**config.mk**
```make
export PLATFORM = sky130hd
export DESIGN_NAME = user_io_debounce
export DESIGN_NICKNAME = d
export VERILOG_FILES = /design/src/rtl/user_io_pkg.sv /design/src/rtl/user_io_debounce_channel.sv /design/src/rtl/user_io_debounce.sv
export SDC_FILE = /design/constraint.sdc
export NUM_CORES = 1
export LEC_CHECK = 0
export CORE_UTILIZATION = 62
export CTS_CLUSTER_SIZE = 16
export DETAILED_ROUTE_END_ITERATION = 6
export HOLD_SLACK_MARGIN = 0.08
export MAX_ROUTING_LAYER = met4
export PLACE_DENSITY_LB_ADDON = 0.25
export REMOVE_ABC_BUFFERS = 1
export SLEW_MARGIN = 10
export SYNTH_ARGS = -nofsm -noshare
export SYNTH_HDL_FRONTEND = slang
export SYNTH_SLANG_ARGS = --single-unit
```
**constraint.sdc**
```tcl
create_clock -name clk_60mhz -period 4.8 [get_ports clk_60mhz]
set_clock_uncertainty 0.05 [all_clocks]
set_input_delay 0.72 -clock clk_60mhz [delete_from_list [all_inputs] [get_ports clk_60mhz]]
set_output_delay 0.72 -clock clk_60mhz [all_outputs]
set_load 0.1 [all_outputs]
```
**src/rtl/user_io_pkg.sv**
```systemverilog
// Shared definitions for the user I/O debouncer.
//   db_state_t       : per-channel debounce FSM states
//   deasserted_level : raw pin value that means "not pressed" for a polarity
//   cnt_width        : bits needed to hold a counter value 0..max_value
package user_io_pkg;

  typedef enum logic [1:0] {
    ST_LOW         = 2'd0,
    ST_SETTLE_HIGH = 2'd1,
    ST_HIGH        = 2'd2,
    ST_SETTLE_LOW  = 2'd3
  } db_state_t;

  // Idle pin level: pulled high when buttons short to ground (active low).
  function automatic logic deasserted_level(input int active_low);
    return (active_low != 0) ? 1'b1 : 1'b0;
  endfunction

  // Width for a counter that must reach max_value without wrapping.
  function automatic int cnt_width(input int max_value);
    return (max_value < 2) ? 1 : $clog2(max_value + 1);
  endfunction

endpackage

```
**src/rtl/user_io_debounce_channel.sv**
```systemverilog
// One debounced input channel.
//   clk        : clock
//   rst        : asynchronous active-high reset
//   pin        : raw asynchronous pin, may bounce
//   level      : debounced asserted state
//   pressed    : 1-cycle pulse when level rises
//   released   : 1-cycle pulse when level falls
//   long_press : 1-cycle pulse once level has been 1 for LONG_PRESS_CYCLES
module debounce_channel
  import user_io_pkg::*;
#(
  parameter int DEBOUNCE_CYCLES   = 600000,
  parameter int LONG_PRESS_CYCLES = 60000000,
  parameter int ACTIVE_LOW        = 1
) (
  input  logic clk,
  input  logic rst,
  input  logic pin,
  output logic level,
  output logic pressed,
  output logic released,
  output logic long_press
);

  localparam logic IDLE_PIN = deasserted_level(ACTIVE_LOW);

  // Settle counter only has to reach DEBOUNCE_CYCLES-1; the hold counter
  // saturates at LONG_PRESS_CYCLES.
  localparam int DEB_W  = cnt_width(DEBOUNCE_CYCLES - 1);
  localparam int HOLD_W = cnt_width(LONG_PRESS_CYCLES);
  localparam logic [DEB_W-1:0]  DEB_LAST  = DEB_W'(DEBOUNCE_CYCLES - 1);
  localparam logic [HOLD_W-1:0] HOLD_MAX  = HOLD_W'(LONG_PRESS_CYCLES);
  localparam logic [HOLD_W-1:0] HOLD_LAST = HOLD_W'(LONG_PRESS_CYCLES - 1);

  logic              sync_meta;
  logic              sync_out;
  logic              sample;
  db_state_t         state_reg,    state_next;
  logic [DEB_W-1:0]  deb_cnt_reg,  deb_cnt_next;
  logic [HOLD_W-1:0] hold_cnt_reg, hold_cnt_next;
  logic              pressed_reg,  pressed_next;
  logic              released_reg, released_next;
  logic              long_reg,     long_next;

  assign sample = (ACTIVE_LOW != 0) ? ~sync_out : sync_out;

  always_ff @(posedge clk or posedge rst) begin
    if (rst) begin
      sync_meta    <= IDLE_PIN;
      sync_out     <= IDLE_PIN;
      state_reg    <= ST_LOW;
      deb_cnt_reg  <= '0;
      hold_cnt_reg <= '0;
      pressed_reg  <= 1'b0;
      released_reg <= 1'b0;
      long_reg     <= 1'b0;
    end else begin
      sync_meta    <= pin;
      sync_out     <= sync_meta;
      state_reg    <= state_next;
      deb_cnt_reg  <= deb_cnt_next;
      hold_cnt_reg <= hold_cnt_next;
      pressed_reg  <= pressed_next;
      released_reg <= released_next;
      long_reg     <= long_next;
    end
  end

  always_comb begin
    state_next    = state_reg;
    deb_cnt_next  = deb_cnt_reg;
    hold_cnt_next = hold_cnt_reg;
    pressed_next  = 1'b0;
    released_next = 1'b0;
    long_next     = 1'b0;

    // Level is 1 in both HIGH and SETTLE_LOW, so hold time keeps
    // accumulating through a release glitch that later gets rejected.
    if ((state_reg == ST_HIGH || state_reg == ST_SETTLE_LOW) &&
        hold_cnt_reg != HOLD_MAX) begin
      hold_cnt_next = hold_cnt_reg + 1'b1;
      if (hold_cnt_reg == HOLD_LAST) begin
        long_next = 1'b1;
      end
    end

    case (state_reg)
      ST_LOW: begin
        if (sample) begin
          state_next   = ST_SETTLE_HIGH;
          deb_cnt_next = '0;
        end
      end
      ST_SETTLE_HIGH: begin
        if (!sample) begin
          state_next   = ST_LOW;
          deb_cnt_next = '0;
        end else if (deb_cnt_reg == DEB_LAST) begin
          state_next    = ST_HIGH;
          deb_cnt_next  = '0;
          hold_cnt_next = '0;
          pressed_next  = 1'b1;
        end else begin
          deb_cnt_next = deb_cnt_reg + 1'b1;
        end
      end
      ST_HIGH: begin
        if (!sample) begin
          state_next   = ST_SETTLE_LOW;
          deb_cnt_next = '0;
        end
      end
      ST_SETTLE_LOW: begin
        if (sample) begin
          state_next   = ST_HIGH;
          deb_cnt_next = '0;
        end else if (deb_cnt_reg == DEB_LAST) begin
          state_next    = ST_LOW;
          deb_cnt_next  = '0;
          hold_cnt_next = '0;
          released_next = 1'b1;
        end else begin
          deb_cnt_next = deb_cnt_reg + 1'b1;
        end
      end
      default: begin
        state_next   = ST_LOW;
        deb_cnt_next = '0;
      end
    endcase
  end

  assign level      = (state_reg == ST_HIGH) || (state_reg == ST_SETTLE_LOW);
  assign pressed    = pressed_reg;
  assign released   = released_reg;
  assign long_press = long_reg;

endmodule

```
**src/rtl/user_io_debounce.sv**
```systemverilog
// Multi-channel button debouncer with press/release/long-press events.
//   clk_60mhz  : single clock
//   rst        : asynchronous active-high reset
//   user_io    : raw asynchronous pins [WIDTH]
//   level      : debounced asserted state [WIDTH]
//   pressed    : rising-level pulses [WIDTH]
//   released   : falling-level pulses [WIDTH]
//   long_press : one pulse per long hold [WIDTH]
module user_io_debounce #(
  parameter int WIDTH             = 2,
  parameter int DEBOUNCE_CYCLES   = 600000,
  parameter int LONG_PRESS_CYCLES = 60000000,
  parameter int ACTIVE_LOW        = 1
) (
  input  logic             clk_60mhz,
  input  logic             rst,
  input  logic [WIDTH-1:0] user_io,
  output logic [WIDTH-1:0] level,
  output logic [WIDTH-1:0] pressed,
  output logic [WIDTH-1:0] released,
  output logic [WIDTH-1:0] long_press
);

  for (genvar gi = 0; gi < WIDTH; gi++) begin : g_chan
    debounce_channel #(
      .DEBOUNCE_CYCLES  (DEBOUNCE_CYCLES),
      .LONG_PRESS_CYCLES(LONG_PRESS_CYCLES),
      .ACTIVE_LOW       (ACTIVE_LOW)
    ) u_chan (
      .clk       (clk_60mhz),
      .rst       (rst),
      .pin       (user_io[gi]),
      .level     (level[gi]),
      .pressed   (pressed[gi]),
      .released  (released[gi]),
      .long_press(long_press[gi])
    );
  end

endmodule

```
==> flow_summary_export.csv <==
group,metric,value,unit
status,outcome,"complete, but fails checks",
status,violations,"design-rule violations",
setup_path,reg2reg_setup_slack,2.27,ns
cts,cts_root_buf,"clkbuf_8",
sta,drv_slew,0,
sta,max_freq,0.343,GHz
global_route,grt_max_degree,84,
worst_hold_path,min_path_type,"register to register",
logic_synthesis,synthArstFlopShare,100,%
logic_synthesis,synthTopCellsByArea,"dfrtp_1, nor2_1, xor2_1",
final_layout,fin_cells,720,
cts,cts_tree,"done",
global_route,grt-ovfl-total,0,
final_layout,final-seq-area,2660,µm²
setup_path,path_max_fanout,11,
floorplan,start_util,64.6,%
routing,antenna_left,0,
setup_path,worstPathCellList,"clkdlybuf4s50_1",
final_layout,diodes,0,
logic_synthesis,synth_cells,613,
logic_synthesis,synth_cell_types,56,
setup_path,crit_path_top_delay_cell,"clkdlybuf4s50_1",
logic_synthesis,yosysWarnings,0,
power_and_ir_drop,switching_share,28.7,%
sta,setup_viol,0,
sta,worst_slew_pin_slew,1.22,ns
sta,rsz0062_at_grt,"false",
setup_path,cp.arrival,2.15,ns
floorplan,die_area,9560,µm²
power_and_ir_drop,cellPowerDensity,279,nW/µm²
cts,numCtsBuffers,9,
setup_path,cpPeakStageDelay,1.21,ns
placement,dpl.cell_count,704,
logic_synthesis,synth_flop_cell,"dfrtp_1",
final_layout,nets,617,
power_and_ir_drop,p_leak,2.54,nW
placement,gp_congestion,0.905,
cts,cts_max_level,3,
routing,drt_pre_antenna_iters,6,
final_layout,largest_reg_flops,52,
power_and_ir_drop,pwr-share-clk,30.1,%
cts,cts_resized,0,
routing,drc_errors,2,
floorplan,core_area,8810,µm²
sta,slew_headroom,18.4,%
global_route,grt_antenna_before_repair,0,
power_and_ir_drop,combPwrFrac,12.6,%
cts,clock_sinks,106,
setup_path,crit_family,"buffers and inverters",
setup_path,crit_buf_inv,1,
power_and_ir_drop,p_seq_share,57.3,%
final_layout,multi_input_area,2790,µm²
cts,clk_pin_slew_worst_paths,0.10,ns
global_route,track_usage,25.5,%
floorplan,die_x,97.8,µm
final_layout,fillers,686,
floorplan,io_pins,12,
logic_synthesis,yosys.area.top_type,"dfrtp_1",
final_layout,final_area,5960,µm²
placement,dpl.hpwl,7340,µm
setup_path,critPathCaptureType,"output pin",
cts,worstSkewPairLatency,0.38,ns
setup_path,critPathKind,"register to output pin",
routing,wl_per_cell,15.0,µm
logic_synthesis,ys_seq_area_share,46.7,%
power_and_ir_drop,p_int,1.19,mW
setup_path,start_kind,"register",
sta,finalHoldViolCount,0,
power_and_ir_drop,ir_drop,0.170,mV
setup_path,required,4.03,ns
sta,period_needed,2.92,ns
routing,drt_iter0_drc,185,
placement,place_area,5790,µm²
cts,cts_setup_buffers,0,
cts,cts_buffer_depth,2,
routing,viasPerCell,6.04,
logic_synthesis,avgSynthCellArea,9.28,µm²
floorplan,dieHeight,97.8,µm
power_and_ir_drop,p_sw,0.477,mW
logic_synthesis,syn_area,5690,µm²
global_route,grt_first_pass_wirelength,19200,µm
floorplan,rows,34,
sta,period_share,60.8,%
final_layout,areaGrowthSynthToFinish,4.77,%
placement,port_buffers,11,
final_layout,layout-drive-gt1-share,7.35,%
routing,drt-total-wl,10800,µm
routing,routed-via-count,4350,
global_route,grt_pass1_vias,4102,
cts,cts_hold_buf,0,
job,max-cap-violations,0,
logic_synthesis,synth-seq-cells,106,
logic_synthesis,synth-edff-count,0,
logic_synthesis,synth_top_area_share,44.9,%
sta,fin_tns_setup,0,ns
[stage by stage]
step | power, mW | worst slack (ns) | utilization, % | hold WS [ns]
final | 1.66 | 1.88 | 67.7 | 0.310
after detailed placement | 1.18 | 2.30 | 65.7 | 0.297
after floorplan | 1.11 | 1.25 | - | 0.295
after global placement | 1.17 | 2.31 | 65.7 | 0.296
after global routing | 1.75 | 1.78 | 67.7 | 0.314
after CTS | 1.68 | 1.86 | 67.7 | 0.311
[metal layers]
metal / global-route usage (%) / wire [µm] / part of all wire, % / vias to the layer above
met5: - / 0 / 0 / -
met4: 6.53 / 75 / 0.69 / 0
met1: 33.5 / 5070 / 47 / 2110
met3: 5.30 / 448 / 4.1 / 8
li1: - / - / - / 2139
met2: 40.5 / 5240 / 48 / 93
[placed cells by master, fill, tap and decap left out, types with 12 or more instances in the layout]
| cell type | count |
|---|---|
| xnor2_1 | 22 |
| inv_1 | 21 |
| dfrtp_1 | 102 |
| nand2_1 | 50 |
| nand3_1 | 42 |
| and3_1 | 12 |
| nor3_1 | 22 |
| xor2_1 | 33 |
| a21oi_1 | 17 |
| o21ai_0 | 29 |
| nand4_1 | 30 |
| nor2_1 | 81 |
[final timing paths]
check,start,end,cells past startpoint
max,register,level[1],1
min,g_chan[0].u_chan.sync_meta$_DFF_PP1_,g_chan[0].u_chan.sync_out$_DFF_PP1_,0
max reg2reg,g_chan[0].u_chan.deb_cnt_reg[0]$_DFFE_PP0P_,g_chan[0].u_chan.deb_cnt_reg[18]$_DFFE_PP0P_,6
min reg2reg,g_chan[0].u_chan.sync_meta$_DFF_PP1_,g_chan[0].u_chan.sync_out$_DFF_PP1_,0
max in group asynchronous,rst,g_chan[1].u_chan.hold_cnt_reg[17]$_DFF_PP0_,3
min in group asynchronous,rst,asynchronous set/reset pin,2
[power groups by stage]
stage	clock network (mW)	registers, mW	logic, mW
5_1_grt	0.552	0.958	0.236
4_1_cts	0.516	0.952	0.212
2_1_floorplan	0	0.961	0.152
3_5_place_dp	0	0.969	0.212
3_3_place_gp	0	0.967	0.202
6_report	0.500	0.953	0.210
[Yosys cell counts (8+ instances only)]
master	number
buf_4	10
and3_1	12
clkbuf_1	12
nor4_1	9
nand3_1	42
nand4_1	30
xor2_1	33
nand2_1	50
inv_1	22
dfrtp_1	102
a21o_1	10
nor2_1	81
o21ai_0	29
a21oi_1	17
xnor2_1	22
or3_1	11
mux2i_1	8
nor3_1	22
[cell type report]
| type | instances | share of cell area (%) |
|---|---|---|
| sequential | 106 | 44.6 |
| inverter | 22 | 1.43 |
| clock inverter | 4 | 0.462 |
| multi-input combinational | 455 | 46.7 |
| tap | 108 | 2.27 |
| timing repair buffer | 13 | 2.10 |
| clock buffer | 12 | 2.43 |
[cells by family (layout without fill, tap and decap cells)]
kind of cell | count (synthesis) | count (layout) | share of synthesized area (%)
buf+inv | 52 | 51 | 4.49
mux | 9 | 9 | 1.61
fa+ha+maj | 6 | 6 | 1.32
simple gates | 309 | 309 | 29.2
xor+xnor | 55 | 55 | 8.47
flops | 106 | 106 | 46.7
compound gates | 76 | 76 | 8.18
Note: power is estimated with default switching activity, not from simulation.
==> RTL edit: new RTL, config.mk and constraints unchanged <==
`LONG_PRESS_CYCLES` is set to 60000000 in 2 places; all go to 120000000.
--- a/src/rtl/user_io_debounce_channel.sv
+++ b/src/rtl/user_io_debounce_channel.sv
@@ -10,7 +10,7 @@
   import user_io_pkg::*;
 #(
   parameter int DEBOUNCE_CYCLES   = 600000,
-  parameter int LONG_PRESS_CYCLES = 60000000,
+  parameter int LONG_PRESS_CYCLES = 120000000,
   parameter int ACTIVE_LOW        = 1
 ) (
   input  logic clk,
--- a/src/rtl/user_io_debounce.sv
+++ b/src/rtl/user_io_debounce.sv
@@ -9,7 +9,7 @@
 module user_io_debounce #(
   parameter int WIDTH             = 2,
   parameter int DEBOUNCE_CYCLES   = 600000,
-  parameter int LONG_PRESS_CYCLES = 60000000,
+  parameter int LONG_PRESS_CYCLES = 120000000,
   parameter int ACTIVE_LOW        = 1
 ) (
   input  logic             clk_60mhz,
Behaviour: no difference found for any inputs over 10 cycles, from zero or initial values and one cycle with rst high; that may be too few to reach the edited logic, so the function may still have changed.
==> RTL edit against the original RTL <==
- global-route usage rose by 0.68 points
- non-clock buffer count shrank 1
- first-iteration DRC count rose by 36%
- die area up 3.8%
- count of clock-buffer cells in the layout decreased by 3
- sequential cell count grew 2
- wire length up 6.1%
- design area up 3.7%
- setup slack worse by 240 ps
- synthesized area up 3.9%
- register-to-register slack got worse by 270 ps
- critical endpoint is now level[0]
Power is not compared: it rests on default switching activity, and its combinational part moved more than twofold at a synthesized area within 25%.
==> RTL edit: results (changes against the original RTL) <==
status=completed; Worst Hold Class=reg2reg; Crit Path Class=reg2out; highest cell delay on the worst timing path=1250 ps (+40 ps); Final nets=639 (+3.6%); worst skew pair latency=380 ps (about the same); Placer Congestion=0.842 (-7.0%); Commonest cells post-synth=dfrtp_1, nor2_1, nand2_1, nand3_1, nand4_1; R2R Path Start=g_chan[1].u_chan.deb_cnt_reg[0]; Hold EP=g_chan[0].u_chan.sync_out; slowest stage cell, crit path=clkdlybuf4s50_1; drt total wl=11.5 mm (+6.1%); first-pass iteration count of the detailed router=4 (-2); largest net degree at the start of global routing=87 (+3.6%); ANT nets after route=0 (unchanged); critical path peak fanout=19 (+8); root buffer cell=clkbuf_8; FF-to-FF End=g_chan[1].u_chan.hold_cnt_reg[5]; post-synthesis sequential area ratio=45.8% (-0.89 points); PostCTS Resize Cnt=0 (unchanged); dpl cell area=0.00601 mm² (+3.8%); Worst Reg-to-Reg Cells=5 (-1); synth warn=0 (unchanged); Worst EP arrival=2390 ps (+240 ps); Hold Path Stages=0 (unchanged); Post-synth ARST share=100% (unchanged); Worst-path clk slew=100 ps (about the same); vias in the first global route=4471 (+9.0%); via count=4717 (+8.4%); Total GRT Usage=26.1% (+0.68 points); initial DRC count=251 (+36%); R2R setup slack=2000 ps (-270 ps); Yosys cell types=57 (+1.8%); CP delay by family, top=buffers and inverters; Setup Fix Bufs, Post-CTS=0 (unchanged); max frequency=317 MHz (-7.5%); # diodes=0 (unchanged); CTS Buf Count=9 (unchanged); critical path capture point=level[0]; P_leak=approximately 2.6 nW; peak supply drop=0.000195 V; antenna violations before repair=0 (unchanged); Port Buffer Count=11 (unchanged); first-pass GRT wire length=20.2 mm (+5.6%); switching share of power=about a quarter; CTS max path bufs=2 (unchanged); Hold Startpoint=g_chan[0].u_chan.sync_meta; layout cells sized above 1=6.62% (-0.73 points); htree depth=3 (unchanged); Slew Limit Headroom=30.3% (+12 points); Synth area leaders=dfrtp_1, nor2_1, xor2_1; Post-DP HPWL=7.82 mm (+6.6%); max reg flops=54 (+3.8%)
## RTL edit: cell types whose count changed in the layout (fill, tap and decap cells not counted), sizes merged, moves of 5 or more
cell and delta:
nor2 -14, or4 +8, nand4 +7, and2 +6
xor2 -6, nand3 -5
## RTL edit: final cells by class
cell class / instances / area [µm²]
sequential: 108 / 2710
clock buffer: 9 / 124
multi-input combinational: 479 / 2950
fill: 740 / 3060
tap: 129 / 161
inverter: 19 / 73.8
timing repair buffer: 12 / 118
clock inverter: 7 / 50.0
## RTL edit: logic make-up after synthesis
group,Yosys count,synth area share (%)
AO/OA/AOI/OAI,94,10.3
XOR/XNOR,46,6.82
adder cells (fa/ha/maj),6,1.27
buffers and inverters,54,4.34
flip-flops,108,45.8
multiplexers,10,1.71
AND/OR/NAND/NOR,323,29.7
## RTL edit: power by group through the flow
stage                     clock, mW  combinational, mW  sequential, mW
after floorplan                   0             0.0415           0.938
final                         0.517             0.0564           0.922
after global routing          0.562             0.0661           0.923
after CTS                     0.527             0.0583           0.922
after global placement            0             0.0565           0.939
after detailed placement          0             0.0580           0.939
## RTL edit: through the flow
step,instances,hold slack [ps],total power [mW]
finish,763,312,1.49
CTS,763,313,1.51
floorplan,606,295,0.980
detailed placement,747,298,0.997
global route,763,319,1.55
global placement,747,300,0.995
## RTL edit: per-layer routing
metal | GRT usage, % | wire [µm] | vias to the layer above
met2 | 42.0 | 5570 | 118
met3 | 4.85 | 463 | 19
li1 | - | - | 2283
met1 | 33.9 | 5290 | 2297
met4 | 7.92 | 175 | 0
met5 | - | 0 | -
